===== config.mk =====
export PLATFORM = sky130hd
export DESIGN_NAME = adsr_envelope_flat
export DESIGN_NICKNAME = d
export VERILOG_FILES = /design/src/rtl/adsr_envelope_if.sv /design/src/rtl/adsr_envelope.sv /design/src/flat_wrapper.sv
export SDC_FILE = /design/constraint.sdc
export NUM_CORES = 1
export LEC_CHECK = 0
export CAP_MARGIN = 20
export CORE_ASPECT_RATIO = 0.8
export CORE_MARGIN = 1.5
export CORE_UTILIZATION = 55
export CTS_CLUSTER_SIZE = 28
export DETAILED_ROUTE_END_ITERATION = 7
export GPL_ROUTABILITY_DRIVEN = 0
export PLACE_DENSITY = 0.86
export SLEW_MARGIN = 5
export SYNTH_ARGS = -nofsm -noshare
export SYNTH_HDL_FRONTEND = slang
export SYNTH_SLANG_ARGS = --single-unit
export TNS_END_PERCENT = 50

===== constraint.sdc =====
create_clock -name clk -period 6.4 [get_ports clk]
set_input_delay 1.28 -clock clk [delete_from_list [all_inputs] [get_ports clk]]
set_output_delay 1.28 -clock clk [all_outputs]
set_load 0.01 [all_outputs]

===== src/rtl/adsr_envelope_if.sv =====
// Signal bundle between a note/oscillator source and the ADSR envelope stage.
// No valid/ready handshake: gate is level-sensitive and all controls are sampled live.
interface adsr_envelope_if #(
  parameter int ENV_W    = 16,
  parameter int SAMPLE_W = 8
);
  logic                gate;
  logic                wave_in;
  logic [ENV_W-1:0]    attack_step;
  logic [ENV_W-1:0]    decay_step;
  logic [ENV_W-1:0]    sustain_level;
  logic [ENV_W-1:0]    release_step;
  logic [SAMPLE_W-1:0] sample;
  logic [ENV_W-1:0]    level;
  logic [2:0]          stage;
  logic                active;

  modport master (
    output gate, wave_in, attack_step, decay_step, sustain_level, release_step,
    input  sample, level, stage, active
  );

  modport slave (
    input  gate, wave_in, attack_step, decay_step, sustain_level, release_step,
    output sample, level, stage, active
  );
endinterface


===== src/rtl/adsr_envelope.sv =====
// ADSR amplitude envelope: prescaled-tick state machine scaling a 1-bit square wave
// into an unsigned sample. Stage is exported for observation.
module adsr_envelope #(
  parameter int TICK_DIV = 256,
  parameter int ENV_W    = 16,
  parameter int SAMPLE_W = 8
) (
  input  logic          clk,
  input  logic          reset,
  adsr_envelope_if.slave env
);

  typedef enum logic [2:0] {
    IDLE    = 3'd0,
    ATTACK  = 3'd1,
    DECAY   = 3'd2,
    SUSTAIN = 3'd3,
    RELEASE = 3'd4
  } stage_t;

  localparam int CNT_W = (TICK_DIV > 1) ? $clog2(TICK_DIV) : 1;
  localparam logic [CNT_W-1:0] CNT_LAST  = CNT_W'(TICK_DIV - 1);
  localparam logic [ENV_W-1:0] LEVEL_MAX = {ENV_W{1'b1}};

  logic [CNT_W-1:0]    cnt;
  logic                tick;
  logic                gate_d;
  logic                rise;
  logic                fall;
  stage_t              state, state_n;
  logic [ENV_W-1:0]    level_q, level_n;
  logic [SAMPLE_W-1:0] sample_q;
  logic                active_q;
  logic [ENV_W:0]      attack_sum;
  logic [ENV_W-1:0]    decay_diff;
  logic [ENV_W-1:0]    release_diff;

  assign tick = (cnt == CNT_LAST);
  assign rise = env.gate & ~gate_d;
  assign fall = ~env.gate & gate_d;

  // Attack sum is one bit wider so overflow is caught before it can wrap.
  assign attack_sum   = {1'b0, level_q} + {1'b0, env.attack_step};
  assign decay_diff   = level_q - env.decay_step;
  assign release_diff = level_q - env.release_step;

  always_ff @(posedge clk or posedge reset) begin
    if (reset) begin
      cnt      <= '0;
      gate_d   <= 1'b0;
      state    <= IDLE;
      level_q  <= '0;
      sample_q <= '0;
      active_q <= 1'b0;
    end else begin
      cnt      <= tick ? '0 : cnt + 1'b1;
      gate_d   <= env.gate;
      state    <= state_n;
      level_q  <= level_n;
      sample_q <= env.wave_in ? level_q[ENV_W-1 -: SAMPLE_W] : '0;
      active_q <= (state_n != IDLE);
    end
  end

  // Gate edges win over tick; on an edge cycle the level is held.
  always_comb begin
    state_n = state;
    level_n = level_q;
    if (rise) begin
      state_n = ATTACK;
    end else if (fall && (state == ATTACK || state == DECAY || state == SUSTAIN)) begin
      state_n = RELEASE;
    end else if (tick) begin
      case (state)
        IDLE: level_n = '0;
        ATTACK: begin
          if (env.attack_step == '0 || attack_sum >= {1'b0, LEVEL_MAX}) begin
            level_n = LEVEL_MAX;
            state_n = DECAY;
          end else begin
            level_n = attack_sum[ENV_W-1:0];
          end
        end
        DECAY: begin
          if (env.decay_step == '0 || level_q < env.decay_step ||
              decay_diff <= env.sustain_level) begin
            level_n = env.sustain_level;
            state_n = SUSTAIN;
          end else begin
            level_n = decay_diff;
          end
        end
        SUSTAIN: level_n = env.sustain_level;
        RELEASE: begin
          if (env.release_step == '0 || level_q <= env.release_step) begin
            level_n = '0;
            state_n = IDLE;
          end else begin
            level_n = release_diff;
          end
        end
        default: begin
          level_n = '0;
          state_n = IDLE;
        end
      endcase
    end
  end

  assign env.level  = level_q;
  assign env.sample = sample_q;
  assign env.stage  = state;
  assign env.active = active_q;

endmodule


===== src/flat_wrapper.sv =====
// flat-port wrapper written by rule: the top's interface ports become plain ports
module adsr_envelope_flat 
#(
  parameter int TICK_DIV = 256,
  parameter int ENV_W    = 16,
  parameter int SAMPLE_W = 8
)
  (clk, reset, env_gate, env_wave_in, env_attack_step, env_decay_step, env_sustain_level, env_release_step, env_sample, env_level, env_stage, env_active);
  adsr_envelope_if #(.ENV_W(ENV_W), .SAMPLE_W(SAMPLE_W)) env_i ();
  input  logic clk;
  input  logic reset;
  input wire logic [$bits(env_i.gate)-1:0] env_gate;
  input wire logic [$bits(env_i.wave_in)-1:0] env_wave_in;
  input wire logic [$bits(env_i.attack_step)-1:0] env_attack_step;
  input wire logic [$bits(env_i.decay_step)-1:0] env_decay_step;
  input wire logic [$bits(env_i.sustain_level)-1:0] env_sustain_level;
  input wire logic [$bits(env_i.release_step)-1:0] env_release_step;
  output wire logic [$bits(env_i.sample)-1:0] env_sample;
  output wire logic [$bits(env_i.level)-1:0] env_level;
  output wire logic [$bits(env_i.stage)-1:0] env_stage;
  output wire logic [$bits(env_i.active)-1:0] env_active;
  assign env_i.gate = env_gate;
  assign env_i.wave_in = env_wave_in;
  assign env_i.attack_step = env_attack_step;
  assign env_i.decay_step = env_decay_step;
  assign env_i.sustain_level = env_sustain_level;
  assign env_i.release_step = env_release_step;
  assign env_sample = env_i.sample;
  assign env_level = env_i.level;
  assign env_stage = env_i.stage;
  assign env_active = env_i.active;
  adsr_envelope #(.TICK_DIV(TICK_DIV), .ENV_W(ENV_W), .SAMPLE_W(SAMPLE_W)) u_core (.clk(clk), .reset(reset), .env(env_i));
endmodule

==> reports/qor.csv <==
stage;metric;value;unit
run_status;run_status;finished clean;
yosys;netlist_area;4970;µm²
yosys;synth_enable_flop_cells;0;
yosys;synth_top_flop_cell;dfrtp_1;
yosys;postSynthCellCount;632;
yosys;synthDominantAreaCellType;dfrtp_1;
cts;clkSinkCount;37;
route;wl_per_cell;19.1;µm
floorplan;placement_rows;30;
timing;finalSetupViolations;0;
yosys;post_synth_main_area_contributors;dfrtp_1 19%, ha_1 16%, inv_1 5.1%;
global_routing;grt_util_all_layers;33.6;%
yosys;synth.most_common_cell;inv_1;
global_routing;grt_pass1_vias;4958;
cells_and_area;drive_gt1_share;4.72;%
yosys;synth.net_count;768;
yosys;ys_types;73;
critical_path;worst_setup_path_startpoint;env_decay_step[1];
critical_path;crit_path_max_fanout;14;
cells_and_area;multi_input_comb_area;3710;µm²
route;wirelength;15.9;mm
pwr;ir_worst_vdd;0.104;mV
critical_path;setup.reg_to_reg.worst_slack;1.39;ns
cts;cts_root_buffer;clkbuf_16;
cts;cts.hold.buffers_added;0;
cts;tritoncts.num_buffers;5;
cts;post-cts-setup-buffer-count;0;
critical_path;worst_setup_path_end_kind;flip-flop;
route;drt_iter0_markers;463;
critical_path;cp-start-kind;primary input;
yosys;synth-async-reset-ratio;100;%
cells_and_area;final_util;71.4;%
cells_and_area;antenna_cells;0;
cts;cts_repair_resize_count;0;
timing;fin_skew;0.00398;ns
yosys;netlist.area_leader.share;18.6;%
floorplan;fp.coreArea;8630;µm²
global_routing;overflow;0;
route;drtPass1Iterations;7;
global_routing;antenna_found_initial;0;
pwr;total_switching_power;0.280;mW
critical_path;timing.rr.start;u_core.env.level[1];
yosys;synth.avg_cell_area;7.86;µm²
timing;slew_viol_final;0;
timing;fin_setup_tns;0;ns
pwr;part_of_the_power_in_the_clock_network;32.4;%
cells_and_area;seq_area;926;µm²
worst_hold_path;worst_hold_check_path_type;flip-flop to flip-flop;
cts;cts.clk_slew.worst_paths;0.06;ns
pwr;swShare;32.9;%
floorplan;initial_utilization;57.6;%
placement;hpwlAfterDp;12.8;mm
cells_and_area;final_design_area_no_fill;6170;µm²
worst_hold_path;holdCritStartpoint;u_core.cnt[4];
timing;maxSlewHeadroom;26.8;%
yosys;synth_common_cells;67 x inv_1, 65 x ha_1, 49 x a21oi_1;
placement;port_buffer_count;95;
cells_and_area;fill_cells;707;
timing;layout_min_cycle_time;5.97;ns
critical_path;worst_r2r_path_depth;19;
critical_path;critical_path.endpoint;u_core.env.level[10];
cts;cts_tree;yes;
global_routing;grt_start_max_net_pins;38;
pwr;comb_power_share;38.0;%
critical_path;critPathArrivalTime;6.14;ns
placement;detailedPlace.worstSlack;0.197;ns
pwr;internal_power;0.571;mW
floorplan;boundaryPins;96;
critical_path;worst-setup-path-type;primary input to flip-flop;
yosys;synth.ff_latch_count;37;
timing;hold_violations;0;
cts;cts_max_level;2;
cells_and_area;synthToLayoutAreaGrowth;24.1;%
timing;fmaxAchievable;168;MHz
timing;setup_ws;0.430;ns
route;post_route_drc_violation_count;0;
cts;cts_max_path_buffers;2;
pwr;power-per-cell-area;138;nW/µm²
cts;insertion_delay;0.28;ns
critical_path;cp_data_required_time;6.57;ns
timing;worst-slew-pin-transition;1.10;ns
route;avgViaCountPerCell;6.47;
pwr;static_leakage;2.81;nW
placement;placed_cell_area;6000;µm²
timing;grt_setup_unrepaired;no;
pwr;p_total;0.850;mW
pwr;power.sequential.fraction;29.6;%
floorplan;full_die_area;9620;µm²
floorplan;die_y;88.0;µm
route;ant_nets;0;
floorplan;dieWidth;109;µm
yosys;synth-warning-count;0;
cells_and_area;net_count_of_the_finished_layout;857;
flow_run;timing.max_cap.violations;0;
yosys;synth_seq_area_share;18.6;%
route;vias;5390;
critical_path;critical_path.reg2reg.endpoint;u_core.env.level[10];
timing;post-route-period-util;93.3;%
global_routing;grt_first_pass_wirelength;24.7;mm
## flip-flops by register name, summed over array words and instances, names as in the netlist
signal and cells:
u_core.env.level 16, u_core.cnt 8, u_core.env.sample 8, u_core.env.stage 3
u_core.env.active 1, u_core.gate_d 1
## worst max-delay path: stages
cell	delay, ns
clkdlybuf4s50_1	0.53
inv_1	0.06
ha_1	0.28
nor2b_1	0.14
o31ai_1	0.45
a211oi_1	0.25
o31ai_2	0.35
o21ai_0	0.18
xnor2_1	0.18
ha_1	0.33
nand4_1	0.15
nor4_1	0.33
o21ai_0	0.15
a311oi_1	0.33
o211ai_2	0.22
buf_4	0.26
inv_2	0.10
mux2i_1	0.18
o221ai_1	0.15
a22o_1	0.23
## metrics by stage
step           std cells  hold WS [ns]
2_1_floorplan        632         0.445
3_3_place_gp         826         0.463
3_5_place_dp         826         0.481
4_1_cts              833         0.496
5_1_grt              833         0.521
6_report             833         0.491
## power by group through the flow
stage               sequential [mW]  clock [mW]  combinational, mW
global placement              0.255           0              0.299
global route                  0.252       0.287              0.351
CTS                           0.251       0.276              0.314
finish                        0.251       0.276              0.323
floorplan                     0.252           0              0.197
detailed placement            0.255           0              0.310
## worst min path at each step
stage / end / depth (start not counted) / slack, ns
after CTS: u_core.cnt[4] / 1 / 0.50
after floorplan: u_core.cnt[4] / 1 / 0.45
after global placement: u_core.cnt[4] / 1 / 0.46
after global routing: u_core.cnt[4] / 1 / 0.52
after detailed placement: u_core.cnt[0] / 1 / 0.48
final: u_core.cnt[4] / 1 / 0.49
## placed cells by master (no fill, tap or decap), types with 7 or more instances in the layout
cell type and count:
nand4_1 14, inv_1 67, ha_1 65, a21o_1 9, clkdlybuf4s50_1 95, nor4_1 13
o21a_1 12, o21ai_1 7, a21oi_1 49, and2_1 11, xnor2_1 23, nor2_1 40
xor2_1 14, nand3_1 18, nand2_1 41, o21ai_0 39, nor3_1 7, a22o_1 8
nor3b_1 8, nor2b_1 12, a22oi_1 9, dfrtp_1 37, nand2b_1 11
## cell type report
class,instances,area share (%)
Multi-Input combinational cell,511,60.2
Timing Repair Buffer,98,15.8
Sequential cell,37,15.0
Inverter,68,4.14
Tap cell,112,2.27
Clock buffer,5,2.03
Clock inverter,2,0.568
## kinds of logic (layout without fill, tap and decap cells)
group                      Yosys count  count (layout)  share of synthesized area, %
and+or+nand+nor                    199             199                          21.1
buffers and inverters               84             173                          6.75
DFF                                 37              37                          18.6
adders and majority gates           68              68                          17.6
muxes                                9               9                          1.89
xor gates and xnor gates            37              37                          6.52
AOI/OAI and AO/OA                  198             198                          27.5
## per-layer routing
layer | up-vias | part of all wire, % | global-route usage [%]
met5 | - | 0 | 0
met3 | 56 | 10 | 5.95
met2 | 309 | 44 | 54.4
met4 | 0 | 3.6 | 12.4
met1 | 2512 | 42 | 44.9
li1 | 2513 | - | -
No activity file was read; power rests on OpenSTA's default activity.
==> edit: new RTL, same settings <==
`ENV_W` is set to 16 in 3 places; all go to 24.
--- a/src/rtl/adsr_envelope_if.sv
+++ b/src/rtl/adsr_envelope_if.sv
@@ -1,7 +1,7 @@
 // Signal bundle between a note/oscillator source and the ADSR envelope stage.
 // No valid/ready handshake: gate is level-sensitive and all controls are sampled live.
 interface adsr_envelope_if #(
-  parameter int ENV_W    = 16,
+  parameter int ENV_W    = 24,
   parameter int SAMPLE_W = 8
 );
   logic                gate;
--- a/src/rtl/adsr_envelope.sv
+++ b/src/rtl/adsr_envelope.sv
@@ -2,7 +2,7 @@
 // into an unsigned sample. Stage is exported for observation.
 module adsr_envelope #(
   parameter int TICK_DIV = 256,
-  parameter int ENV_W    = 16,
+  parameter int ENV_W    = 24,
   parameter int SAMPLE_W = 8
 ) (
   input  logic          clk,
--- a/src/flat_wrapper.sv
+++ b/src/flat_wrapper.sv
@@ -2,7 +2,7 @@
 module adsr_envelope_flat 
 #(
   parameter int TICK_DIV = 256,
-  parameter int ENV_W    = 16,
+  parameter int ENV_W    = 24,
   parameter int SAMPLE_W = 8
 )
   (clk, reset, env_gate, env_wave_in, env_attack_step, env_decay_step, env_sustain_level, env_release_step, env_sample, env_level, env_stage, env_active);
Interface: changed (5 resized); port bits go from 96 to 136. The function was not compared with the original's and may differ.
==> edit against the unedited design <==
  * Worst setup slack worse by 0.30 ns
  * Combinational power down 4%
  * First-iteration DRC count rose to 2.5 times the old value
  * Sequential share of layout area down 2.9 points
  * Hold slack worse by 0.0098 ns
  * Total power up 2.6%
  * Wire length up 64%
  * Register-to-register slack worse by 0.36 ns
  * Critical path type unchanged
  * Non-clock buffer count up 59
  * Synthesized cell count up 59%
  * Count of clock-buffer cells in the layout unchanged
  * Sequential cell count up 8
  * Area after synthesis up 50%
  * Cell area up 51%
==> edit: results <==
[sta]
final.setup_skew_ns = 0.004706
hold_slack_ns = 0.4810
relSlewSlack_pct = 30.07
fin_crit_ns = 6.274

[power_and_ir_drop]
p_clk_w = 0.000266
p_seq_w = 0.000296
swShare_pct = 33.81
ir_worst_vdd_v = 0.0001586
switchingPower_w = 0.0002950
p_leak_nw = 4.304

[worst_setup_path]
critPathSlowestCell = clkdlybuf4s50_1
crit_arrival_ns = 6.45
rr_worst_depth = 22
reg2reg_slack_ns = 1.03
path_max_fanout = 7
max_stage_delay_ns = 0.47

[placement]
port_buffers = 135
hpwl_um = 20490
place_area_mm2 = 0.009002
place_ws_ns = -0.1146

[synthesis]
ys_seq_area_share_pct = 15.08
synth_flop_cell = dfrtp_1
ys_top_cells_by_area = ha_1 (16%), dfrtp_1 (15%), a21oi_1 (5.8%)
avgSynthCellArea_um2 = 7.451
synth_cell_type_count = 82
syn_nets = 1202
ys_async_sr_fraction_pct = 100.0
synth_common_cells = ha_1 (97), inv_1 (97), a21oi_1 (87)

[finish]
fillers = 1092
largest_reg_flops = 24
fin_nets = 1337
drive_gt1_share_pct = 5.097

[clocking]
clockBufferDepth = 2
htree_levels = 2
post-cts-setup-buffer-count = 0

[routing]
wl_per_cell_um = 19.84
routed_wirelength_um = 26070
drtIter0Drc = 1169
vias = 8724

[worst_hold_path]
hold_depth = 1

[grt]
grt_antenna_before_repair = 1
grt_pass1_wl_um = 39290
grt_max_degree = 46
globalRouteTotalUtil_pct = 34.69
grt_pass1_vias = 7678

[outcome]
outcome = finished, final reports clean
==> edit: routing by layer <==
layer,vias up,GRT usage (%),wire length (µm)
met3,123,8.322,3547
met5,-,0,0
li1,4023,-,-
met2,637,52.85,10760
met1,3941,48.39,10760
met4,0,10.79,1000
==> edit: path summary, 6_finish.rpt <==
check | startpoint | endpoint
hold / removal | u_core.cnt[4]$_DFF_PP0_ | u_core.cnt[4]$_DFF_PP0_
min in group asynchronous | reset | u_core.cnt[4]$_DFF_PP0_
setup reg to reg | u_core.env.level[7]$_DFFE_PP0P_ | u_core.env.level[17]$_DFFE_PP0P_
setup / recovery | env_decay_step[7] | u_core.env.level[17]$_DFFE_PP0P_
hold reg to reg | u_core.cnt[4]$_DFF_PP0_ | u_core.cnt[4]$_DFF_PP0_
max in group asynchronous | reset | u_core.env.level[15]$_DFFE_PP0P_
==> edit: cell type report <==
class | instances | area [µm²] | share of cell area (%)
antenna | 1 | 2.502 | 0.02687
clock buffer | 5 | 125.1 | 1.344
clock inverter | 3 | 21.27 | 0.2284
inverter | 98 | 367.9 | 3.950
multi-input combinational | 830 | 5883 | 63.17
sequential | 45 | 1126 | 12.09
tap | 175 | 219.0 | 2.351
timing repair buffer | 157 | 1568 | 16.83
==> edit: kinds of logic (layout without fill, tap and decap cells) <==
kind of cell | after synthesis | count (layout) | share of synthesized area (%)
AO/OA/AOI/OAI | 335 | 335 | 29.95
AND/OR/NAND/NOR | 334 | 334 | 23.70
buffers and inverters | 127 | 263 | 6.754
adder cells (fa/ha/maj) | 100 | 100 | 17.06
XOR/XNOR | 51 | 51 | 6.084
flip-flops | 45 | 45 | 15.08
multiplexers | 10 | 10 | 1.374
other | 0 | 1 | 0
